<file path="src/rtl/sched_rr_core.sv">
// sched_rr_core: priority task scheduler with per-task state table,
// tick-driven delays and round-robin time slicing at equal priority.
module sched_rr_core #(
    parameter int NTASK_W = 4,
    parameter int PRIO_W  = 3,
    parameter int DLY_W   = 16,
    parameter int SLICE   = 4
) (
    input  logic               aclk,
    input  logic               aresetn,
    input  logic               tick_in,
    input  logic               cmd_valid_in,
    output logic               cmd_ready_out,
    input  logic [1:0]         cmd_op_in,
    input  logic [NTASK_W-1:0] cmd_id_in,
    input  logic [PRIO_W-1:0]  cmd_prio_in,
    input  logic [DLY_W-1:0]   cmd_delay_in,
    output logic               run_valid_out,
    output logic [NTASK_W-1:0] run_id_out,
    output logic [PRIO_W-1:0]  run_prio_out,
    output logic               switch_out,
    output logic               tick_out
);

    localparam int NT   = 1 << NTASK_W;
    localparam int SC_W = $clog2(SLICE + 1);

    typedef enum logic [1:0] {
        T_FREE,
        T_READY,
        T_DELAYED,
        T_SUSP
    } task_st_t;

    typedef enum logic [1:0] {
        S_IDLE,
        S_TICK,
        S_RESCHED
    } fsm_t;

    fsm_t               r_fsm;
    fsm_t               w_fsm_nxt;

    task_st_t           r_tstate [NT];
    logic [PRIO_W-1:0]  r_prio   [NT];
    logic [DLY_W-1:0]   r_dly    [NT];

    logic               r_tick_q;
    logic               r_tick_pend;
    logic [SC_W-1:0]    r_slice_cnt;
    logic               r_slice_exp;

    logic               r_run_valid;
    logic [NTASK_W-1:0] r_run_id;
    logic [PRIO_W-1:0]  r_run_prio;
    logic               r_switch;
    logic               r_tick_out;

    logic               w_tick_rise;
    logic               w_cmd_acc;
    logic               w_yield;

    logic               w_any;
    logic [PRIO_W-1:0]  w_max_prio;
    logic               w_keep;
    logic               w_rr_found;
    logic [NTASK_W-1:0] w_rr_id;
    logic [NTASK_W-1:0] w_idx;
    logic [NTASK_W-1:0] w_win_id;
    logic               w_change;

    assign cmd_ready_out = (r_fsm == S_IDLE);
    assign w_cmd_acc     = cmd_valid_in & cmd_ready_out;
    assign w_tick_rise   = tick_in & ~r_tick_q;

    // A zero-delay "delay" command is a yield on a live task.
    assign w_yield = w_cmd_acc && (cmd_op_in == 2'b10)
                     && (cmd_delay_in == '0)
                     && (r_tstate[cmd_id_in] != T_FREE);

    assign run_valid_out = r_run_valid;
    assign run_id_out    = r_run_id;
    assign run_prio_out  = r_run_prio;
    assign switch_out    = r_switch;
    assign tick_out      = r_tick_out;

    // FSM state register
    always_ff @(posedge aclk or negedge aresetn) begin
        if (!aresetn) begin
            r_fsm <= S_IDLE;
        end else begin
            r_fsm <= w_fsm_nxt;
        end
    end

    // FSM next-state: commands beat ticks; pending ticks run after RESCHED
    always_comb begin
        w_fsm_nxt = r_fsm;
        case (r_fsm)
            S_IDLE: begin
                if (w_cmd_acc) begin
                    w_fsm_nxt = S_RESCHED;
                end else if (w_tick_rise || r_tick_pend) begin
                    w_fsm_nxt = S_TICK;
                end
            end
            S_TICK: begin
                w_fsm_nxt = S_RESCHED;
            end
            S_RESCHED: begin
                if (r_tick_pend || w_tick_rise) begin
                    w_fsm_nxt = S_TICK;
                end else begin
                    w_fsm_nxt = S_IDLE;
                end
            end
            default: begin
                w_fsm_nxt = S_IDLE;
            end
        endcase
    end

    // Tick edge detect and single-deep pending latch
    always_ff @(posedge aclk or negedge aresetn) begin
        if (!aresetn) begin
            r_tick_q    <= 1'b0;
            r_tick_pend <= 1'b0;
        end else begin
            r_tick_q <= tick_in;
            if (w_fsm_nxt == S_TICK && r_fsm != S_TICK) begin
                r_tick_pend <= 1'b0;
            end else if (w_tick_rise
                         && (r_fsm != S_IDLE || w_cmd_acc)) begin
                r_tick_pend <= 1'b1;
            end
        end
    end

    // Task table: command updates in IDLE, delay countdown in TICK
    always_ff @(posedge aclk or negedge aresetn) begin
        if (!aresetn) begin
            for (int i = 0; i < NT; i++) begin
                r_tstate[i] <= T_FREE;
                r_prio[i]   <= '0;
                r_dly[i]    <= '0;
            end
        end else if (w_cmd_acc) begin
            case (cmd_op_in)
                2'b00: begin
                    r_tstate[cmd_id_in] <= T_READY;
                    r_prio[cmd_id_in]   <= cmd_prio_in;
                    r_dly[cmd_id_in]    <= '0;
                end
                2'b01: begin
                    if (r_tstate[cmd_id_in] == T_READY
                        || r_tstate[cmd_id_in] == T_DELAYED) begin
                        r_tstate[cmd_id_in] <= T_SUSP;
                    end
                end
                2'b10: begin
                    if (r_tstate[cmd_id_in] != T_FREE
                        && cmd_delay_in != '0) begin
                        r_tstate[cmd_id_in] <= T_DELAYED;
                        r_dly[cmd_id_in]    <= cmd_delay_in;
                    end
                end
                default: begin
                    r_tstate[cmd_id_in] <= T_FREE;
                end
            endcase
        end else if (r_fsm == S_TICK) begin
            for (int i = 0; i < NT; i++) begin
                if (r_tstate[i] == T_DELAYED) begin
                    if (r_dly[i] != '0) begin
                        r_dly[i] <= r_dly[i] - 1'b1;
                    end
                    if (r_dly[i] == DLY_W'(1)) begin
                        r_tstate[i] <= T_READY;
                    end
                end
            end
        end
    end

    // Winner: highest ready priority, then keep current or rotate forward
    always_comb begin
        w_any      = 1'b0;
        w_max_prio = '0;
        w_rr_found = 1'b0;
        w_rr_id    = r_run_id;
        w_idx      = r_run_id;
        for (int i = 0; i < NT; i++) begin
            if (r_tstate[i] == T_READY) begin
                w_any = 1'b1;
                if (r_prio[i] > w_max_prio) begin
                    w_max_prio = r_prio[i];
                end
            end
        end
        w_keep = r_run_valid
                 && (r_tstate[r_run_id] == T_READY)
                 && (r_prio[r_run_id] == w_max_prio)
                 && !r_slice_exp;
        // k == NT wraps back to the current id, so it is picked last
        for (int k = 1; k <= NT; k++) begin
            w_idx = r_run_id + NTASK_W'(k);
            if (!w_rr_found
                && r_tstate[w_idx] == T_READY
                && r_prio[w_idx] == w_max_prio) begin
                w_rr_found = 1'b1;
                w_rr_id    = w_idx;
            end
        end
        w_win_id = w_keep ? r_run_id : w_rr_id;
        w_change = (w_any != r_run_valid)
                   || (w_any && (w_win_id != r_run_id));
    end

    // Time-slice accounting; yield forces expiry of the current slice
    always_ff @(posedge aclk or negedge aresetn) begin
        if (!aresetn) begin
            r_slice_cnt <= '0;
            r_slice_exp <= 1'b0;
        end else if (w_yield) begin
            r_slice_exp <= 1'b1;
        end else if (r_fsm == S_TICK) begin
            if (r_run_valid && r_tstate[r_run_id] == T_READY) begin
                if (r_slice_cnt == SC_W'(SLICE - 1)) begin
                    r_slice_cnt <= '0;
                    r_slice_exp <= 1'b1;
                end else begin
                    r_slice_cnt <= r_slice_cnt + 1'b1;
                end
            end
        end else if (r_fsm == S_RESCHED) begin
            r_slice_exp <= 1'b0;
            if (w_change) begin
                r_slice_cnt <= '0;
            end
        end
    end

    // Run outputs and one-cycle switch/tick pulses
    always_ff @(posedge aclk or negedge aresetn) begin
        if (!aresetn) begin
            r_run_valid <= 1'b0;
            r_run_id    <= '0;
            r_run_prio  <= '0;
            r_switch    <= 1'b0;
            r_tick_out  <= 1'b0;
        end else begin
            r_switch   <= 1'b0;
            r_tick_out <= (r_fsm == S_TICK);
            if (r_fsm == S_RESCHED) begin
                r_run_valid <= w_any;
                r_switch    <= w_change;
                if (w_any) begin
                    r_run_id   <= w_win_id;
                    r_run_prio <= r_prio[w_win_id];
                end
            end
        end
    end

endmodule
</file>
<file path="config.mk">
export PLATFORM = sky130hd
export DESIGN_NAME = sched_rr_core
export DESIGN_NICKNAME = d
export VERILOG_FILES = /design/src/rtl/sched_rr_core.sv
export SDC_FILE = /design/constraint.sdc
export NUM_CORES = 2
export LEC_CHECK = 0
export ABC_AREA = 1
export CAP_MARGIN = 20
export CORE_UTILIZATION = 25
export DETAILED_ROUTE_END_ITERATION = 12
export PLACE_DENSITY = 0.47
export SLEW_MARGIN = 10
export SYNTH_ARGS = -nofsm -noshare
export SYNTH_HDL_FRONTEND = slang
export SYNTH_SLANG_ARGS = --single-unit
</file>
<file path="constraint.sdc">
create_clock -name aclk -period 23.9 [get_ports aclk]
set_clock_uncertainty 0.15 [all_clocks]
set_input_delay 4.78 -clock aclk [delete_from_list [all_inputs] [get_ports aclk]]
set_output_delay 4.78 -clock aclk [all_outputs]
set_load 0.02 [all_outputs]
</file>
==> run summary <==
## Status
- result of the run: completed

## Floorplanning
- I/O pins: 40
- area enclosed by the die boundary: 0.1193 mm2
- Vert. Die Dim: 345.5 um
- placement row count: 125
- Die Width: 345.5 um
- initial cell density of the core: 25.31%
- Core Box Area: 0.1165 mm2

## GRT
- largest net degree at the start of global routing: 128
- met2 Use GR: 29.47%
- grt met1 use: 27.00%
- initial antenna violation count: 2
- met3 Use GR: 2.334%
- via count of the first global-routing pass: 28937
- most utilized layer in the global route result: met2
- combined global-route utilization of all metal layers: 18.80%
- first-pass GRT wire length: 177500 um
- Congestion Overflow GR: 0

## Placed design
- input/output buffers: 39
- post-placement cell count: 5871
- placed standard-cell area: 0.03155 mm2
- routability congestion estimate: 0.9188
- DP Wirelength: 80400 um

## Synth
- gate count of the mapped netlist: 4435
- biggest area contributors in the synthesized netlist: sky130_fd_sc_hd__dfrtp_1 (30%), sky130_fd_sc_hd__nand2_1 (12%), sky130_fd_sc_hd__o21ai_0 (9.8%)
- largest area contributor in the netlist: sky130_fd_sc_hd__dfrtp_1
- unique cell type count in the Yosys netlist: 66
- number of synthesized flops with an enable pin: 0
- net count after synthesis: 4554
- post-synthesis async set-or-reset flop share: 100.0%
- post-synthesis register bit count: 354
- synthesized area divided by synthesized cell count: 6.650 um2
- part of the Yosys area used for sequential elements: 30.04%
- synthesized area: 0.02949 mm2
- Primary FF master, synth: sky130_fd_sc_hd__dfrtp_1
- number of warnings printed during yosys synthesis: 0
- fraction of synthesized cell area taken by the top area cell type: 30.04%

## Clocking
- Clock H-tree levels: 2
- hold buffers post-CTS: 0
- postcts setup bufs: 0
- Max Buffers Root-to-Sink: 3
- number of buffers inserted during clock tree synthesis: 46
- Root Driver: sky130_fd_sc_hd__clkbuf_16
- clock-pin transition on the worst setup and hold timing paths: 0.06 ns
- TritonCTS clock tree: built
- clock latency of the later-clocked register in the worst-skew pair: 0.63 ns
- Sinks on Clock Net: 354
- Gates resized, CTS repair: 0

## Timing
- final max-slew violation count: 0
- period utilisation layout: 86.40%
- count of endpoints failing hold in the final timing report: 0
- actual transition at the worst max-transition pin: 1.041 ns
- highest clock rate: 48.43 MHz
- Relative slew margins: 30.34%
- setup tns final: 0 ns
- RSZ-0062 raised after global routing: no
- # setup viols final: 0
- minimum clock period after layout: 20.65 ns

## Critical path
- Crit path required time: 24.29 ns
- CP Class: register to register
- slowest stage cell, crit path: sky130_fd_sc_hd__dfrtp_1
- Arrival @ worst endpoint: 21.04 ns
- setup slack of the most critical reg-to-reg path: 3.25 ns
- Worst setup SP type: register
- endpoint type of the worst setup path: register
- slowest stage delay, CP: 0.45 ns
- cell repeated most along the worst path: sky130_fd_sc_hd__nand2_1
- maximum fanout encountered on the critical timing path: 20

## Final layout
- proportion of layout cells with a drive suffix above 1: 6.350%
- final non-filler cell total: 5949
- net count of the finished layout: 4514
- antenna diode count: 0
- fin area: 0.03312 mm2
- post-synthesis to final-layout area growth: 12.29%

## Route
- first-pass iteration count of the detailed router: 6
- average wire length per cell after detail routing: 19.38 um
- post-detailed-route count of antenna-violating nets: 0
- wire length reported by the detailed router: 115300 um
- detail-routed via count per cell: 5.162
- drt first-iter violations: 2718
- Residual DRC: 0
- via count: 30706

## Run
- maxcap violations: 0

## Worst hold path
- HP Class: register to register

## through the flow
| stage | setup slack (ns) | hold slack [ns] | util (%) |
|---|---|---|---|
| 2_1_floorplan | 6.152 | 0.2919 | - |
| 3_3_place_gp | 3.895 | 0.3064 | 27.07 |
| 3_5_place_dp | 3.434 | 0.3153 | 27.07 |
| 4_1_cts | 3.314 | 0.3323 | 28.42 |
| 5_1_grt | 0.5392 | 0.3643 | 28.42 |
| 6_report | 3.250 | 0.3280 | 28.42 |
## cells in the final DEF, fill, tap and decap left out, types with 33 or more instances in the layout
master                              n
sky130_fd_sc_hd__xor2_1            33
sky130_fd_sc_hd__o21ai_0          578
sky130_fd_sc_hd__nand3_2           44
sky130_fd_sc_hd__a21oi_1          275
sky130_fd_sc_hd__inv_1            549
sky130_fd_sc_hd__nand2_1          947
sky130_fd_sc_hd__nand4_1           44
sky130_fd_sc_hd__nor4_1            33
sky130_fd_sc_hd__a22o_1            35
sky130_fd_sc_hd__dfrtp_1          353
sky130_fd_sc_hd__clkdlybuf4s50_1   38
sky130_fd_sc_hd__buf_4             57
sky130_fd_sc_hd__o22ai_1          142
sky130_fd_sc_hd__a22oi_1           41
sky130_fd_sc_hd__nor3_1            85
sky130_fd_sc_hd__nor2_1           401
sky130_fd_sc_hd__o211ai_1          34
sky130_fd_sc_hd__nand3_1          169
sky130_fd_sc_hd__ha_1              90
sky130_fd_sc_hd__clkbuf_16         47
sky130_fd_sc_hd__mux2i_1           98
## registers in the layout, indices dropped and copies added (netlist names)
name / count
r_tick_q: 1
run_valid_out: 1
r_tstate: 32
r_tick_pend: 1
switch_out: 1
r_slice_cnt: 3
run_prio_out: 3
r_fsm: 2
r_prio: 48
r_dly: 256
run_id_out: 4
tick_out: 1
r_slice_exp: 1
## cell usage after synthesis (26+ instances only)
library cell               instances
sky130_fd_sc_hd__nand2_1         950
sky130_fd_sc_hd__o21ai_0         578
sky130_fd_sc_hd__inv_1           550
sky130_fd_sc_hd__nor2_1          413
sky130_fd_sc_hd__dfrtp_1         354
sky130_fd_sc_hd__a21oi_1         275
sky130_fd_sc_hd__nand3_1         169
sky130_fd_sc_hd__clkbuf_1        152
sky130_fd_sc_hd__o22ai_1         142
sky130_fd_sc_hd__mux2i_1          98
sky130_fd_sc_hd__ha_1             90
sky130_fd_sc_hd__nor3_1           85
sky130_fd_sc_hd__nand3_2          44
sky130_fd_sc_hd__nand4_1          44
sky130_fd_sc_hd__a22oi_1          41
sky130_fd_sc_hd__a22o_1           35
sky130_fd_sc_hd__o211ai_1         34
sky130_fd_sc_hd__xor2_1           34
sky130_fd_sc_hd__nor4_1           33
sky130_fd_sc_hd__clkinv_1         31
sky130_fd_sc_hd__a211oi_1         26
## layer usage
| layer | up-vias | part of all wire (%) |
|---|---|---|
| li1 | 14942 | - |
| met1 | 14743 | 48 |
| met2 | 864 | 44 |
| met3 | 155 | 5.5 |
| met4 | 2 | 2.5 |
| met5 | - | 0.011 |
## worst max-delay path, delay by kind of cell, from the launching register on
| family | cells | cell delay (ns) |
|---|---|---|
| simple gates | 91 | 9.20 |
| flops | 1 | 0.45 |
| fa+ha+maj | 15 | 4.24 |
| buf+inv | 28 | 2.22 |
| compound gates | 27 | 4.22 |
## path summary, 6_finish.rpt
check | depth (start not counted) | to | start
min in group asynchronous | 1 | r_prio[17]$_DFFE_PN0P_ | aresetn
min reg2reg | 2 | r_slice_cnt[1]$_DFFE_PN0P_ | r_slice_cnt[1]$_DFFE_PN0P_
max reg2reg | 161 | run_prio_out[0]$_DFFE_PN0P_ | r_tstate[31]$_DFFE_PN0P_
max | 161 | run_prio_out[0]$_DFFE_PN0P_ | r_tstate[31]$_DFFE_PN0P_
max in group asynchronous | 3 | r_dly[168]$_DFFE_PN0P_ | aresetn
min | 2 | r_slice_cnt[1]$_DFFE_PN0P_ | r_slice_cnt[1]$_DFFE_PN0P_
## layout make-up
cell class / instances / area (um2)
Timing Repair Buffer: 97 / 843.3
Clock inverter: 12 / 264.0
Sequential cell: 354 / 8862
Multi-Input combinational cell: 3295 / 17670
Fill cell: 12876 / 83400
Clock buffer: 66 / 1308
Inverter: 601 / 2263
Tap cell: 1524 / 1907
## cells by family (layout without fill, tap and decap cells)
| kind of cell | Yosys count | after routing | synth area share (%) |
|---|---|---|---|
| buffers and inverters | 786 | 776 | 10.26 |
| adder cells (fa/ha/maj) | 90 | 90 | 3.818 |
| AND/OR/NAND/NOR | 1815 | 1815 | 26.86 |
| XOR/XNOR | 45 | 45 | 1.362 |
| AO/OA/AOI/OAI | 1247 | 1247 | 24.34 |
| flip-flops | 354 | 354 | 30.04 |
| multiplexers | 98 | 98 | 3.326 |
Power is not shown: default switching activity piles up to over one toggle a cycle in this logic, so the estimate is an artifact.
